File: config.mk
export PLATFORM = sky130hd
export DESIGN_NAME = skew_shift_register
export DESIGN_NICKNAME = d
export VERILOG_FILES = /design/src/rtl/skew_shift_register.sv
export SDC_FILE = /design/constraint.sdc
export NUM_CORES = 1
export LEC_CHECK = 0
export ABC_CLOCK_PERIOD_IN_PS = 3000
export CAP_MARGIN = 20
export CORE_MARGIN = 5
export CORE_UTILIZATION = 40
export CTS_BUF_LIST = sky130_fd_sc_hd__clkbuf_16
export CTS_CLUSTER_DIAMETER = 150
export CTS_CLUSTER_SIZE = 24
export DETAILED_ROUTE_END_ITERATION = 8
export MAX_ROUTING_LAYER = met4
export PLACE_DENSITY = 0.72
export REMOVE_ABC_BUFFERS = 1
export SYNTH_ARGS = -nofsm -noshare
export SYNTH_HDL_FRONTEND = slang
export SYNTH_SLANG_ARGS = --single-unit
File: constraint.sdc
create_clock -name i_clk -period 3 [get_ports i_clk]
set_clock_uncertainty 0.1 [all_clocks]
set_input_delay 0.6 -clock i_clk [delete_from_list [all_inputs] [get_ports i_clk]]
set_output_delay 0.6 -clock i_clk [all_outputs]
set_load 0.02 [all_outputs]
File: src/rtl/skew_shift_register.sv
// -----------------------------------------------------------------------------
// skew_shift_register
//
// Column-skewed stimulus register for the compressor partial-product tree of an
// N x N multiplier. There are COLS = 2N-1 independent shift chains. Column i
// has depth d(i) = min(i+1, 2N-1-i), so it always presents the last d(i) bits
// that arrived on src[i]. Bit 0 of every column is the newest bit.
//
// Fill tracking tells a pipelined wrapper when every column holds data accepted
// since the last reset/clear. A free-running shift counter counts accepted
// shifts since reset and is deliberately left alone by clear.
//
// Ports:
//   i_clk        rising-edge clock
//   i_rst        synchronous active-high reset (highest priority)
//   i_en         shift enable; every column shifts in one bit
//   i_clr        synchronous clear of data and fill state (shift count kept)
//   i_src        one new bit per column, i_src[i] enters column i
//   o_col_bits   all column chains packed column-major, column 0 at the LSBs
//   o_col_valid  bit i set once column i is completely filled
//   o_full       every column is valid
//   o_fill_cnt   shifts since last reset/clear, saturating at N
//   o_shift_cnt  accepted shifts since reset, wrapping
// -----------------------------------------------------------------------------
module skew_shift_register #(
    parameter int N     = 14,
    parameter int CNT_W = 16,
    localparam int COLS   = 2 * N - 1,
    localparam int TOT    = N * N,
    localparam int FILL_W = $clog2(N + 1)
) (
    input  logic              i_clk,
    input  logic              i_rst,
    input  logic              i_en,
    input  logic              i_clr,
    input  logic [COLS-1:0]   i_src,
    output logic [TOT-1:0]    o_col_bits,
    output logic [COLS-1:0]   o_col_valid,
    output logic              o_full,
    output logic [FILL_W-1:0] o_fill_cnt,
    output logic [CNT_W-1:0]  o_shift_cnt
);

    // Triangular depth profile: columns grow by one bit up to the centre
    // column N-1 (depth N) and then shrink back down to depth 1.
    function automatic int colDepth(input int idx);
        return (idx < N) ? (idx + 1) : (2 * N - 1 - idx);
    endfunction

    // Bit offset of a column inside the packed output: the sum of the depths
    // of all lower-numbered columns.
    function automatic int colOffset(input int idx);
        int acc;
        acc = 0;
        for (int j = 0; j < idx; j++) begin
            acc += colDepth(j);
        end
        return acc;
    endfunction

    localparam logic [FILL_W-1:0] FILL_MAX = FILL_W'(N);

    logic [FILL_W-1:0] r_fill_cnt;
    logic [CNT_W-1:0]  r_shift_cnt;
    logic              w_shift;

    // A shift only happens when neither reset nor clear overrides it.
    assign w_shift = i_en && !i_clr && !i_rst;

    for (genvar c = 0; c < COLS; c++) begin : g_col
        localparam int D   = colDepth(c);
        localparam int OFF = colOffset(c);
        localparam logic [FILL_W-1:0] D_F = FILL_W'(D);

        logic [D-1:0] r_chain;

        // Each column is a plain shift register. Concatenating the new bit
        // below the whole chain and truncating back to D bits drops the
        // oldest bit, and also covers depth-1 columns without a special case.
        always_ff @(posedge i_clk) begin
            if (i_rst || i_clr) begin
                r_chain <= '0;
            end else if (w_shift) begin
                r_chain <= D'({r_chain, i_src[c]});
            end
        end

        assign o_col_bits[OFF +: D] = r_chain;

        // A column is complete once at least D shifts landed since the last
        // reset/clear; the fill counter saturating at N keeps this true.
        assign o_col_valid[c] = (r_fill_cnt >= D_F);
    end

    // Fill counter: counts accepted shifts since reset/clear and stops at N,
    // which is the depth of the deepest (centre) column.
    always_ff @(posedge i_clk) begin
        if (i_rst || i_clr) begin
            r_fill_cnt <= '0;
        end else if (w_shift && (r_fill_cnt != FILL_MAX)) begin
            r_fill_cnt <= r_fill_cnt + 1'b1;
        end
    end

    // Shift counter: free-running modulo 2^CNT_W, cleared only by reset so a
    // clear mid-stream does not lose the running shift total.
    always_ff @(posedge i_clk) begin
        if (i_rst) begin
            r_shift_cnt <= '0;
        end else if (w_shift) begin
            r_shift_cnt <= r_shift_cnt + 1'b1;
        end
    end

    assign o_full      = (r_fill_cnt == FILL_MAX);
    assign o_fill_cnt  = r_fill_cnt;
    assign o_shift_cnt = r_shift_cnt;

endmodule

# Yosys cells after proc, flatten, opt, wreduce, memory -nomap -nowiden
# Index checks and enable logic that the tools add are counted.
[totals]
reg_bits = 216
wordCells = 53
[classes]
addsub = 2
n_lt_le_gt_ge = 14
n_eq_ne = 2
n_reduce_logical = 6
[op_table]
columns = ["op", "n"]
rows = [
  ["greater-or-equal comparator 4 bit (second input constant)", 7],
  ["adder 16 x 1 -> 16 bit (second input constant)", 1],
  ["greater-or-equal comparator 4 x 3 -> 1 bit (second input constant)", 4],
  ["greater-or-equal comparator 4 x 2 -> 1 bit (second input constant)", 2],
  ["adder 4 x 1 -> 4 bit (second input constant)", 1],
  ["== test 4 bit (second input constant)", 1],
  ["greater-or-equal comparator 4 x 1 -> 1 bit (second input constant)", 1],
  ["!= test 4 bit (second input constant)", 1],
  ["logical AND 1 bit", 3],
  ["zero test 1 bit", 2],
  ["logical OR 1 bit", 1],
]

# Longest topological paths before layout
[logic_depth]
depth_word = 4
ltp_mapped = 5
mapped_depth_nobuf = 5

# Worst setup path after synthesis
# No wires, ideal clock.
[synth_timing]
path_type = "register to output"
from = "reg r_fill_cnt[1] (netlist: o_fill_cnt[1])"
to = "out o_col_valid[14]"
arrival_ns = 1.555
required_time_ns = 2.300
setup_slack_ns = 0.745
path_stages_with_launch = 6
cell_sequence = "dfxtp_1 -> inv_1 -> ha_1 -> nand2b_1 -> nor2b_1 -> buf_4"
[synth_via]
elab_chain_len = 1
[synth_rtl]
columns = ["item", "line_no", "text"]
rows = [
  ["from (decl)", "63", "logic [FILL_W-1:0] r_fill_cnt;"],
  ["from (signal assigned)", "101", "r_fill_cnt <= r_fill_cnt + 1'b1;"],
  ["greater-or-equal comparator 4 bit", "--", ""],
  ["to (decl)", "38", "output logic [COLS-1:0] o_col_valid,"],
]
# Every way passes these cells.

# Worst setup path after layout
[layout_timing]
from = "reg r_fill_cnt[0] (netlist: o_fill_cnt[0])"
to = "out o_col_valid[14]"
[layout_via]
elab_chain_len = 1
[layout_rtl]
columns = ["item", "line_no", "text"]
rows = [
  ["greater-or-equal comparator 4 bit", "92", "assign o_col_valid[c] = (r_fill_cnt >= D_F);"],
]
# Every way passes these cells.

==> qor.yml <==
status:
  outcome: "finished, final reports clean"
worst_hold_path:
  min_path_cells: 2
  worstHoldPathType: "flop to flop"
  min-delay-start: "g_col[6].r_chain[6]"
  holdPathEnd: "g_col[6].r_chain[6]"
critical_path:
  rrSetupSlack_ns: 1.21
  end_kind: "output pin"
  r2r_cells: 5
  timing.rr.start: "o_shift_cnt[0]"
  required_ns: 2.30
  crit_arrival_ns: 2.15
  r2r-end: "o_shift_cnt[12]"
  crit_fanout: 7
  critPathKind: "flop to output pin"
  cp-start-kind: "flop"
routing:
  dr.max_layer_used: "met4"
  dr_wl_met2_mm: 8.527
  drc: 0
  dr.pass1.iters: 5
  drt-met1-wl_mm: 8.912
  ant_nets: 0
  finalWirelength_mm: 19.22
  wire_per_inst_microns: 15.07
  via_per_inst: 4.700
  wl_met3_mm: 1.475
  vias: 5997
  drt_iter0_drc: 195
power:
  leakagePower_nw: 4.517
  power_density_nw_per_um2: 432.6
  peakVddDrop_v: 0.0004493
yosys:
  synth_compound_area_share_pct: 1.151
  synthAdderAreaFrac_pct: 0.7778
  netlist_top_cells_area: "dfxtp_1, mux2i_1, nor2_1, buf_4, clkbuf_1"
  synth_area_per_cell_sq_um: 10.32
  synth-edff-count: 0
  yosys.area_share.simple_pct: 13.97
  synth_cell_types: 36
  synth-xor-area-share_pct: 1.198
  async_flop_share_pct: 0
  ys_warn_count: 0
  synth_top_family_by_area: "multiplexers"
  synth_mux_area_share_pct: 24.92
  netlist_area_sq_um: 8043
  ys_ff_latch: 216
  syn_inst: 779
  ys.flop_type: "dfxtp_1"
  synth_largest_area_cell: "dfxtp_1"
  yosys.area.top_type_share_pct: 53.76
  ys_seq_area_share_pct: 53.76
layout:
  final_common_cell: "clkdlybuf4s50_1"
  antenna_cells: 0
  fin_nets: 1048
  layout_common_cells: "clkdlybuf4s50_1, nor2_1, dfxtp_1"
  syn2layout_area_growth_pct: 40.31
  drive_gt1_share_pct: 3.462
  final_cells: 1276
grt:
  track_usage_pct: 16.08
  grt_max_degree: 91
  grt_overflow: 0
  antenna_found_initial: 0
  grt_pass1_wl_mm: 31.02
  first_global_vias: 5781
cts:
  htree_levels: 1
  cts_root_buf: "clkbuf_16"
  path_clk_slew_ns: 0.09
  clk_latency_ns: 0.46
  cts_tree: "done"
  cts-buffers-inserted: 12
  cts_buffer_depth: 3
  clock_sinks: 216
  cts_setup_buffers: 0
sta:
  fin_crit_ns: 2.847
  period_share_pct: 94.91
  setup_viol: 0
  worst_slack_ns: 0.1527
  finalHoldViolCount: 0
  tns_ns: 0
  slew_violations: 0
  worst_slew_pin_slew_ns: 0.6688
  slew_headroom_pct: 55.41
  rsz0062_at_grt: "no"
  fmax_mhz: 351.2
placed_design:
  dp_slack_ns: 0.4740
  port_buffers: 274
  placed_cells: 1263
  dp_hpwl_mm: 13.43
  gp_congestion: 0.7957
flow_run:
  cap_violations: 0
die:
  dieArea_sq_um: 23040
  die_h_microns: 151.8
  start_util_pct: 40.92
  rows: 51
  core_area_sq_um: 19650
  fp.dieW_microns: 151.8
  num_io_pins: 275
-- final cells by class --
| type | instances | area (sq um) |
|---|---|---|
| tap | 265 | 331.6 |
| timing repair buffer | 284 | 2905 |
| fill | 1795 | 8369 |
| inverter | 4 | 15.01 |
| multi-input combinational | 494 | 3382 |
| clock buffer | 13 | 325.3 |
| sequential | 216 | 4325 |
-- cells by family after synthesis --
kind of cell,count (synthesis)
AO/OA/AOI/OAI,15
XOR/XNOR,11
adder cells (fa/ha/maj),5
buffers and inverters,69
flip-flops,216
multiplexers,200
AND/OR/NAND/NOR,263
-- cell usage after synthesis, types with 2 or more instances --
library cell and count:
nand4_1 6, buf_1 3, mux2_2 2, buf_2 19
clkbuf_1 28, nand3_1 8, or2_2 3, nand2b_1 2
nand2_1 5, a21oi_1 4, o21a_1 3, xnor2_1 5
or3_1 4, o21ai_0 4, inv_1 4, nor2_1 215
buf_4 15, mux2i_1 198, nor4_1 3, nor2b_1 3
nand4bb_1 2, xor2_1 6, a21o_1 3, ha_1 5
dfxtp_1 216, nor3_1 3
-- what timing repair did --
item	in CTS	in global routing
pin swaps	0	0
resized for setup	1	3
endpoints found under the setup margin	2	4
hold buffers	0	0
-- layer usage --
| metal | up-vias | track usage [%] |
|---|---|---|
| li1 | 3046 | - |
| met1 | 2749 | 21.00 |
| met2 | 183 | 24.72 |
| met3 | 19 | 5.481 |
| met4 | 0 | 2.697 |
| met5 | - | - |
-- worst max path at each step --
stage | startpoint | endpoint | slack [ns]
6_report | o_fill_cnt[0] | o_col_valid[14] | 0.15
5_1_grt | o_fill_cnt[0] | o_col_valid[14] | 0.003
3_5_place_dp | o_fill_cnt[1] | o_col_valid[26] | 0.47
3_3_place_gp | o_fill_cnt[1] | o_col_valid[26] | 0.55
2_1_floorplan | i_clr | o_fill_cnt[2] | 0.15
4_1_cts | o_fill_cnt[1] | o_col_valid[26] | 0.08
-- power by group --
part / switching, W / total (W) / internal [W] / leakage (nW)
combinational: 0.000175 / 0.000337 / 0.000162 / 2.61
sequential: 0.0000158 / 0.00290 / 0.00288 / 1.74
clock: 0.000871 / 0.00165 / 0.000775 / 0.160
total: 0.00106 / 0.00488 / 0.00382 / 4.52
-- sequential cells by signal (all words and copies together), names as in the netlist --
signal and count:
o_shift_cnt 16, g_col.r_chain 196, o_fill_cnt 4
-- critical path: stages (launching register included) --
cell and delay (ns):
dfxtp_1 0.45, inv_1 0.12, ha_1 0.21, nand2b_1 0.12
nor2b_1 0.18, clkdlybuf4s50_1 0.62
-- through the flow --
stage	power (W)	hold WS, ns	utilization, %	area [sq um]
floorplan	0.003105	0.4507	-	7719
global placement	0.003305	0.3725	55.72	10950
detailed placement	0.003306	0.3787	55.72	10950
CTS	0.004968	0.4023	57.38	11280
global route	0.005090	0.4252	57.42	11280
finish	0.004882	0.3977	57.42	11280
Note: power is estimated with default switching activity, not from simulation.
